`src/rtl/pdm_modulator.sv`:
```
// pdm_modulator: first-order sigma-delta modulator, 8-bit signed PCM in, 1-bit PDM out
// Ports:
//   clk, rst_n         clock, asynchronous active-low reset
//   enable_i           1 = modulate, 0 = idle (counters, accumulator cleared; FIFO kept)
//   sample_in_i        signed PCM sample, accepted when sample_valid_i && sample_ready_o
//   sample_valid_i     sample_in_i is valid
//   sample_ready_o     FIFO not full (registered occupancy)
//   pdm_out_o          PDM bitstream
//   bit_strobe_o       one-clk pulse when pdm_out_o takes a new bit
//   underrun_o         one-clk pulse with the strobe of a sample boundary that found the FIFO empty
module pdm_modulator #(
  parameter int DIV   = 100,
  parameter int OSR   = 16,
  parameter int DEPTH = 4
) (
  input  logic       clk,
  input  logic       rst_n,
  input  logic       enable_i,
  input  logic [7:0] sample_in_i,
  input  logic       sample_valid_i,
  output logic       sample_ready_o,
  output logic       pdm_out_o,
  output logic       bit_strobe_o,
  output logic       underrun_o
);
  localparam int AW = $clog2(DEPTH);
  localparam int DW = $clog2(DIV);
  localparam int BW = $clog2(OSR);
  typedef enum logic [1:0] {IDLE, PRIME, RUN} state_t;
  state_t state_q, state_d;
  logic [7:0] mem_q [DEPTH];
  logic [AW-1:0] wr_q, rd_q;
  logic [AW:0] cnt_q, cnt_d;
  logic ready_q;
  logic [DW-1:0] div_q, div_d;
  logic [BW-1:0] bit_q, bit_d;
  logic [7:0] acc_q, acc_d, cur_q, cur_d;
  logic pdm_q, pdm_d, stb_q, stb_d, und_q, und_d;
  logic push, pop, empty, compute, last;
  logic [8:0] sum;
  assign push = sample_valid_i && ready_q;
  assign empty = cnt_q == '0;
  assign compute = div_q == DW'(DIV - 1);
  assign last = bit_q == BW'(OSR - 1);
  // offset-binary view of the sample (MSB inverted = +128), carry out is the PDM bit
  assign sum = {1'b0, acc_q} + {1'b0, ~cur_q[7], cur_q[6:0]};
  assign cnt_d = cnt_q + (AW+1)'(push) - (AW+1)'(pop);
  always_comb begin
    state_d = state_q;
    pop = 1'b0;
    div_d = div_q;
    bit_d = bit_q;
    acc_d = acc_q;
    cur_d = cur_q;
    pdm_d = pdm_q;
    stb_d = 1'b0;
    und_d = 1'b0;
    case (state_q)
      IDLE: begin
        div_d = '0;
        bit_d = '0;
        acc_d = '0;
        pdm_d = 1'b0;
        state_d = enable_i ? PRIME : IDLE;
      end
      PRIME: begin
        pdm_d = 1'b0;
        if (!enable_i) state_d = IDLE;
        else if (!empty) begin
          pop = 1'b1;
          cur_d = mem_q[rd_q];
          div_d = '0;
          bit_d = '0;
          state_d = RUN;
        end
      end
      RUN: begin
        if (!enable_i) begin
          state_d = IDLE;
          div_d = '0;
          bit_d = '0;
          acc_d = '0;
          cur_d = '0;
          pdm_d = 1'b0;
        end else begin
          div_d = compute ? '0 : div_q + 1'b1;
          if (compute) begin
            acc_d = sum[7:0];
            pdm_d = sum[8];
            stb_d = 1'b1;
            bit_d = last ? '0 : bit_q + 1'b1;
            pop = last && !empty;
            und_d = last && empty;
            // an empty FIFO at the boundary falls back to mid-scale silence
            if (last) cur_d = empty ? 8'd0 : mem_q[rd_q];
          end
        end
      end
      default: state_d = IDLE;
    endcase
  end
  always_ff @(posedge clk) if (push) mem_q[wr_q] <= sample_in_i;
  always_ff @(posedge clk or negedge rst_n) begin
    if (!rst_n) begin
      state_q <= IDLE;
      wr_q <= '0;
      rd_q <= '0;
      cnt_q <= '0;
      ready_q <= 1'b0;
      div_q <= '0;
      bit_q <= '0;
      acc_q <= '0;
      cur_q <= '0;
      pdm_q <= 1'b0;
      stb_q <= 1'b0;
      und_q <= 1'b0;
    end else begin
      state_q <= state_d;
      wr_q <= push ? wr_q + 1'b1 : wr_q;
      rd_q <= pop ? rd_q + 1'b1 : rd_q;
      cnt_q <= cnt_d;
      ready_q <= cnt_d != (AW+1)'(DEPTH);
      div_q <= div_d;
      bit_q <= bit_d;
      acc_q <= acc_d;
      cur_q <= cur_d;
      pdm_q <= pdm_d;
      stb_q <= stb_d;
      und_q <= und_d;
    end
  end
  assign sample_ready_o = ready_q;
  assign pdm_out_o = pdm_q;
  assign bit_strobe_o = stb_q;
  assign underrun_o = und_q;
endmodule

```
`config.mk`:
```
export PLATFORM = sky130hd
export DESIGN_NAME = pdm_modulator
export DESIGN_NICKNAME = d
export VERILOG_FILES = /design/src/rtl/pdm_modulator.sv
export SDC_FILE = /design/constraint.sdc
export NUM_CORES = 1
export LEC_CHECK = 0
export BUFFER_PORTS_ARGS = -buffer_cell sky130_fd_sc_hd__buf_2
export CORE_ASPECT_RATIO = 0.6
export CORE_MARGIN = 1.5
export CORE_UTILIZATION = 35
export CTS_CLUSTER_SIZE = 14
export DETAILED_ROUTE_END_ITERATION = 16
export GPL_ROUTABILITY_DRIVEN = 0
export HOLD_SLACK_MARGIN = 0.03
export MAX_ROUTING_LAYER = met4
export SLEW_MARGIN = 20
export SYNTH_ARGS = -nofsm -noshare
export SYNTH_HDL_FRONTEND = slang
export SYNTH_SLANG_ARGS = --single-unit
```
`constraint.sdc`:
```
create_clock -name clk -period 2.87 [get_ports clk]
set_clock_uncertainty 0.15 [all_clocks]
set_input_delay 0.1435 -clock clk [delete_from_list [all_inputs] [get_ports clk]]
set_output_delay 0.1435 -clock clk [all_outputs]
set_load 0.02 [all_outputs]
```
### After elaboration in Yosys (flattened, before gate mapping)

Memories as Yosys holds them, arrays and structs flattened.
Index checks and enable logic that the tools add are counted.

| cells by class | value |
|---|---|
| $add $sub $neg | 7 |
| equal/unequal tests | 11 |
| mux-type cells | 42 |
| bitwise gates (word level) | 1 |
| reductions and logical operators | 17 |

Operator list:

| kind | number |
|---|---|
| 2-to-1 mux 8 bit | 8 |
| one-hot mux 8 bit (2 select lines) | 2 |
| 2-to-1 mux 7 bit | 4 |
| one-hot mux 7 bit (3 select lines) | 1 |
| 2-to-1 mux 4 bit | 5 |
| 2-to-1 mux 1 bit | 15 |
| != test 3 bit, second input constant | 4 |
| one-hot mux 4 bit (3 select lines) | 1 |
| adder 8 x 8 -> 9 bit | 1 |
| adder 7 x 1 -> 7 bit, second input constant | 1 |
| equality test 7 bit, second input constant | 1 |
| 2-to-1 mux 2 bit | 3 |
| != test 2 bit, second input constant | 3 |
| one-hot mux 2 bit (3 select lines) | 1 |
| AND reduction 2 bit | 3 |
| nonzero test 2 bit | 3 |
| AND reduction 5 bit | 1 |
| adder 2 x 1 -> 2 bit, second input constant | 2 |
| adder 4 x 1 -> 4 bit, second input constant | 1 |
| equality test 4 bit, second input constant | 1 |
| one-hot mux 1 bit (2 select lines) | 2 |
| AND reduction 4 bit | 1 |
| adder 3 x 1 -> 3 bit | 1 |
| logical AND 1 bit | 3 |
| 10 further kinds | 10 |

| storage, ports and cells | value |
|---|---|
| register bits | 40 |
| RAM bits | 32 |
| input bits | 12 |
| output and inout bits | 4 |
| word-level logic and storage cells | 91 |
| memories | 1 |

Memories:

| memory | words | width | rd ports | clocked after memory_dff | write ports | line | text |
|---|---|---|---|---|---|---|---|
| mem_q | 4 | 8 | 1 | 0 | 1 | 31 | `logic [7:0] mem_q [DEPTH];` |

### Depth between registers and ports, before layout

| logic depth | value |
|---|---|
| depth after elaboration | 8 |
| depth in mapped cells | 13 |
| depth with buffers taken out | 12 |

### Worst setup path before layout

OpenSTA, ideal clock, no wires.

| timing | value |
|---|---|
| path type | register to register |
| start point | register div_q[2] |
| end point | register ready_q (netlist: sample_ready_o) |
| library setup time | 0.129 ns |
| arrival | 2.603 ns |
| required time | 2.591 ns |
| slack | -0.012 ns |
| cell stages (with the launch flop) | 12 |
| path buffers | 0 |
| period minus slack after synthesis | 2.882 ns |
| path through | dfrtp_1 or4b_4 nor3_2 o211a_1 ha_1 inv_1 ha_1 inv_1 fa_1 xnor2_1 xnor2_1 nand3b_1 |

| between the ends | value |
|---|---|
| longest elaborated chain between the ends | 6 |

Ends and longest elaborated chain:

| what | line | text |
|---|---|---|
| start: declaration | 35 | `logic [DW-1:0] div_q, div_d;` |
| start signal: assignment | 123 | `div_q <= div_d;` |
| equality test 7 bit | 43 | `assign compute = div_q == DW'(DIV - 1);` |
| 2-to-1 mux 1 bit | 87 | `if (compute) begin` |
| 2-to-1 mux 1 bit | 78 | `if (!enable_i) begin` |
| one-hot mux 1 bit (2 select lines) | 58 | `case (state_q)` |
| net pop | 39 | `logic push, pop, empty, compute, last;` |
| subtractor 3 x 1 -> 3 bit | 47 | `assign cnt_d = cnt_q + (AW+1)'(push) - (AW+1)'(pop);` |
| net cnt_d[2] | 33 | `logic [AW:0] cnt_q, cnt_d;` |
| != test 3 bit | 122 | `ready_q <= cnt_d != (AW+1)'(DEPTH);` |
| end signal: assignment | 122 |  |
| end: declaration | 34 | `logic ready_q;` |

The timed path passes the listed nets, and every way through them passes these cells.
A chain may end at the register's enable or synchronous reset.

### Final worst setup path

| timing | value |
|---|---|
| start point | register div_q[3] |
| end point | register ready_q (netlist: sample_ready_o) |

The elaborated chain is that of the path after synthesis.

==> metrics.md <==
| Metric | Value |
|---|---|
| CP Cell Sequence | or4b_4 -> nor3_4 -> o211a_1 -> ha_1 -> inv_1 -> ha_1 -> inv_1 -> fa_2 -> xnor2_2 -> xnor2_1 -> nand3b_1 |
| Sw power | 1.171 mW |
| Total gr overflow | 0 |
| Average cell area after synthesis | about 12 sq um |
| Overall Global Routing Usage | roughly 14% |
| Ys Warns | 0 |
| Vias in the first global route | roughly 2.1k |
| DP Cell Count | 425 |
| Share of cells above drive strength 1 | around a fifth |
| Slew margin rel. | 39.17% |
| DR iter-0 viols | 151 |
| CTS Buf Count | 9 |
| Post-synth EDFFs | 32 |
| Layout area overhead | 21.51% |
| Core Area | around 0.0093 sq mm |
| Unique masters post-synth | 45 |
| Simple-gate share of the synthesized area | 10.14% |
| Tcrit/Tclk final | 98.08% |
| Xor/xnor share of the synthesized area | 3.074% |
| FILL cells | 879 |
| Footprint of the multi-input gates | 0.001384 sq mm |
| Port buffer count | 15 |
| Async S/R FF share, synth | 55.56% |
| CP startpoint kind | flop |
| Clock power share | between 30% and 40% |
| N_diodes | 0 |
| Multiplexer share of the synthesized area | 6.220% |
| CP max stage cell | or4b_4 |
| Post-Synthesis Cells | roughly 280 |
| Period minus WS final | ~2800 ps |
| Comb power frac | 28.2% |
| RSZ-0062 raised after global routing | true |
| Post-synthesis compound-gate area fraction | 11.93% |
| Num rows | 27 |
| Pleak | approximately 1.8 nW |
| Sequential share of power | 39.6% |
| Register area | 0.001962 sq mm |
| Synth Flop Type | dfrtp_1 |
| Actual slew at the worst max-slew pin | 912.4 ps |
| Chip Width | around 130 microns |
| CTS root buffer | clkbuf_16 |
| Adder-cell area share of the yosys netlist | under 10% |
| Post-detailed-routing wire length | 6.541 mm |
| H-tree depth | 3 |
| CP Class | flop to flop |
| Worst hold path type | input port to flop |
| Crit path largest cell delay | around 560 ps |
| Final hold violations | 0 |
| Post-DRT Antenna Nets | 0 |
| Global-route wire length before repair | 10.64 mm |
| Outcome | finished clean |
| Finished Layout Cells | between 400 and 500 |
| Initial antenna violation count | 0 |
| CTS clk-pin slew, worst paths | 60 ps |
| Worst EP arrival | roughly 2900 ps |
| Die area | 0.01039 sq mm |
| Flip-flop and latch count after synthesis | 72 |
| Worst Path Buf+Inv | 2 |
| Worst hold margin | 62.96 ps |
| Switching part of the total power | 31.63% |
| Max Clk Rate | 355.2 MHz |
| WP data required | 2930 ps |
| Clock sink total | 72 |
| Pint | between 2 and 3 mW |
| Clock buffer depth | 2 |
| Worst-Skew Late Latency | 340 ps |
| Critical Path Sink Type | flop |
| DRC errors left | 0 |
| Seq/Total Area, Yosys | 57.37% |
| Via Count | 2192 |
| Max-Cap Viols | 0 |
| Crit-path leading delay family | simple AND/OR/NAND/NOR gates |
| Maximum VDD drop | roughly 0.35 mV |
| First-pass iteration count of the detailed router | 4 |
| Final nets | 351 |
| Die Y | a little under 80 microns |
| CTS tree | done |
| Starting density of the core | approximately 37% |
| PD cells | ~900 mW/mm^2 |
| Setup violators final | 0 |
| CP Max Fanout | 2 |
| Largest net degree at the start of global routing | 41 |
| Main combinational cell family by area after synthesis | compound AO/OA/AOI/OAI gates |
| Synth Net Count | about 310 |
| DP HPWL | ~4.7 mm |
| Via-per-instance ratio | 4.850 |
| Wire length per cell | 14.47 microns |
| I/O pin cnt | 16 |
| Synth Cell Area | 0.003420 sq mm |
| Final-report max-slew violation count | 0 |
[sequential cells by signal (all words and copies together), names as in the netlist]
name            flops
acc_q               8
bit_q               4
bit_strobe_o        1
cnt_q               3
cur_q               8
div_q               7
mem_q              32
pdm_out_o           1
rd_q                2
sample_ready_o      1
state_q             2
underrun_o          1
wr_q                2
[cells in the mapped netlist, types with 3 or more instances]
master / instances / share of area (%)
xor2_1: 8 / 2.0
o21ai_1: 9 / 1.3
ha_1: 20 / 7.3
and3_1: 4 / 0.73
edfxtp_1: 32 / 28
inv_1: 22 / 2.4
nand3_1: 5 / 0.73
a22o_1: 3 / 0.77
nand2_1: 32 / 3.5
a21oi_1: 9 / 1.3
mux4_2: 8 / 5.3
nor2b_1: 4 / 0.73
xnor2_1: 4 / 1.0
dfrtp_1: 40 / 29
o21ai_0: 17 / 2.5
nor2_1: 17 / 1.9
[cells by family after synthesis]
kind of cell    count (synthesis)
simple gates                   73
flops                          72
compound gates                 60
buf+inv                        25
fa+ha+maj                      22
xor+xnor                       12
mux                            11
[power by group through the flow]
| stage | clock network, mW | logic, mW | registers (mW) |
|---|---|---|---|
| final | 1.19 | 1.05 | 1.46 |
| after CTS | 1.22 | 0.995 | 1.47 |
| after global placement | 0 | 0.958 | 1.48 |
| after global routing | 1.27 | 1.18 | 1.50 |
| after floorplan | 0 | 0.785 | 1.39 |
| after detailed placement | 0 | 0.980 | 1.49 |
[path summary, 6_finish.rpt]
| path | start | end | slack, ps | cells past startpoint |
|---|---|---|---|---|
| setup / recovery | div_q[3] | sample_ready_o | 50 | 11 |
| hold / removal | sample_valid_i | wr_q[0] | 60 | 3 |
| setup reg to reg | div_q[3] | sample_ready_o | 50 | 11 |
| hold reg to reg | acc_q[5] | acc_q[5] | 340 | 2 |
| max in group asynchronous | rst_n | state_q[1] | 1660 | 2 |
| min in group asynchronous | rst_n | bit_strobe_o | 340 | 2 |
[per-stage QoR]
step	power [mW]	TNS (ps)	worst slack (ps)	cell area, sq um	utilization [%]
after floorplan	2.174	0	7.488	3426	-
after global placement	2.437	0	94.85	3711	39.80
after detailed placement	2.466	0	24.07	3711	39.80
after CTS	3.682	0	3.527	4133	44.32
after global routing	3.943	-122.7	-78.80	4155	44.57
final	3.702	0	54.96	4155	44.57
[worst register-to-register path, stage by stage (launching register included)]
cell and delay (ps):
dfrtp_1 380, or4b_4 560, nor3_4 140, o211a_1 180
ha_1 230, inv_1 60, ha_1 130, inv_1 50
fa_2 360, xnor2_2 150, xnor2_1 210, nand3b_1 100
[placed cells by master (no fill, tap or decap), types with 9 or more instances in the layout]
master         synthesis  layout
a21oi_1                9       9
buf_4                  0       9
clkbuf_16              0       9
o21ai_1                9       9
inv_1                 22      22
o21ai_0               17      17
dlygate4sd3_1          0      10
dfrtp_1               40      40
buf_2                  1      15
nand2_1               32      32
edfxtp_1              32      32
nor2_1                17      17
ha_1                  20      20
[layout make-up]
| cell class | count | share of cell area (%) |
|---|---|---|
| flip-flops and latches | 72 | 47.21 |
| multi-input cells | 178 | 33.30 |
| repair buffers | 34 | 5.842 |
| clock buffers | 9 | 5.420 |
| well taps | 130 | 3.914 |
| clock inverters | 7 | 2.319 |
| inverters | 22 | 1.987 |
[per-layer routing]
metal	part of all wire, %	vias to the layer above	routed length, microns	global-route usage (%)
met5	0	-	0	-
met4	1.4	0	92	4.615
met3	5.6	10	369	5.228
met2	39	51	2580	17.74
met1	53	1062	3499	21.21
li1	-	1069	-	-
[timing repair]
| action | 4_1_cts | 5_1_grt |
|---|---|---|
| gates resized for setup | 0 | 3 |
| setup endpoints to repair | 0 | 2 |
| buffers inserted | 0 | 1 |
| hold endpoints to repair | 74 | 0 |
| hold buffers | 10 | 0 |
Note: power is estimated with default switching activity, not from simulation.
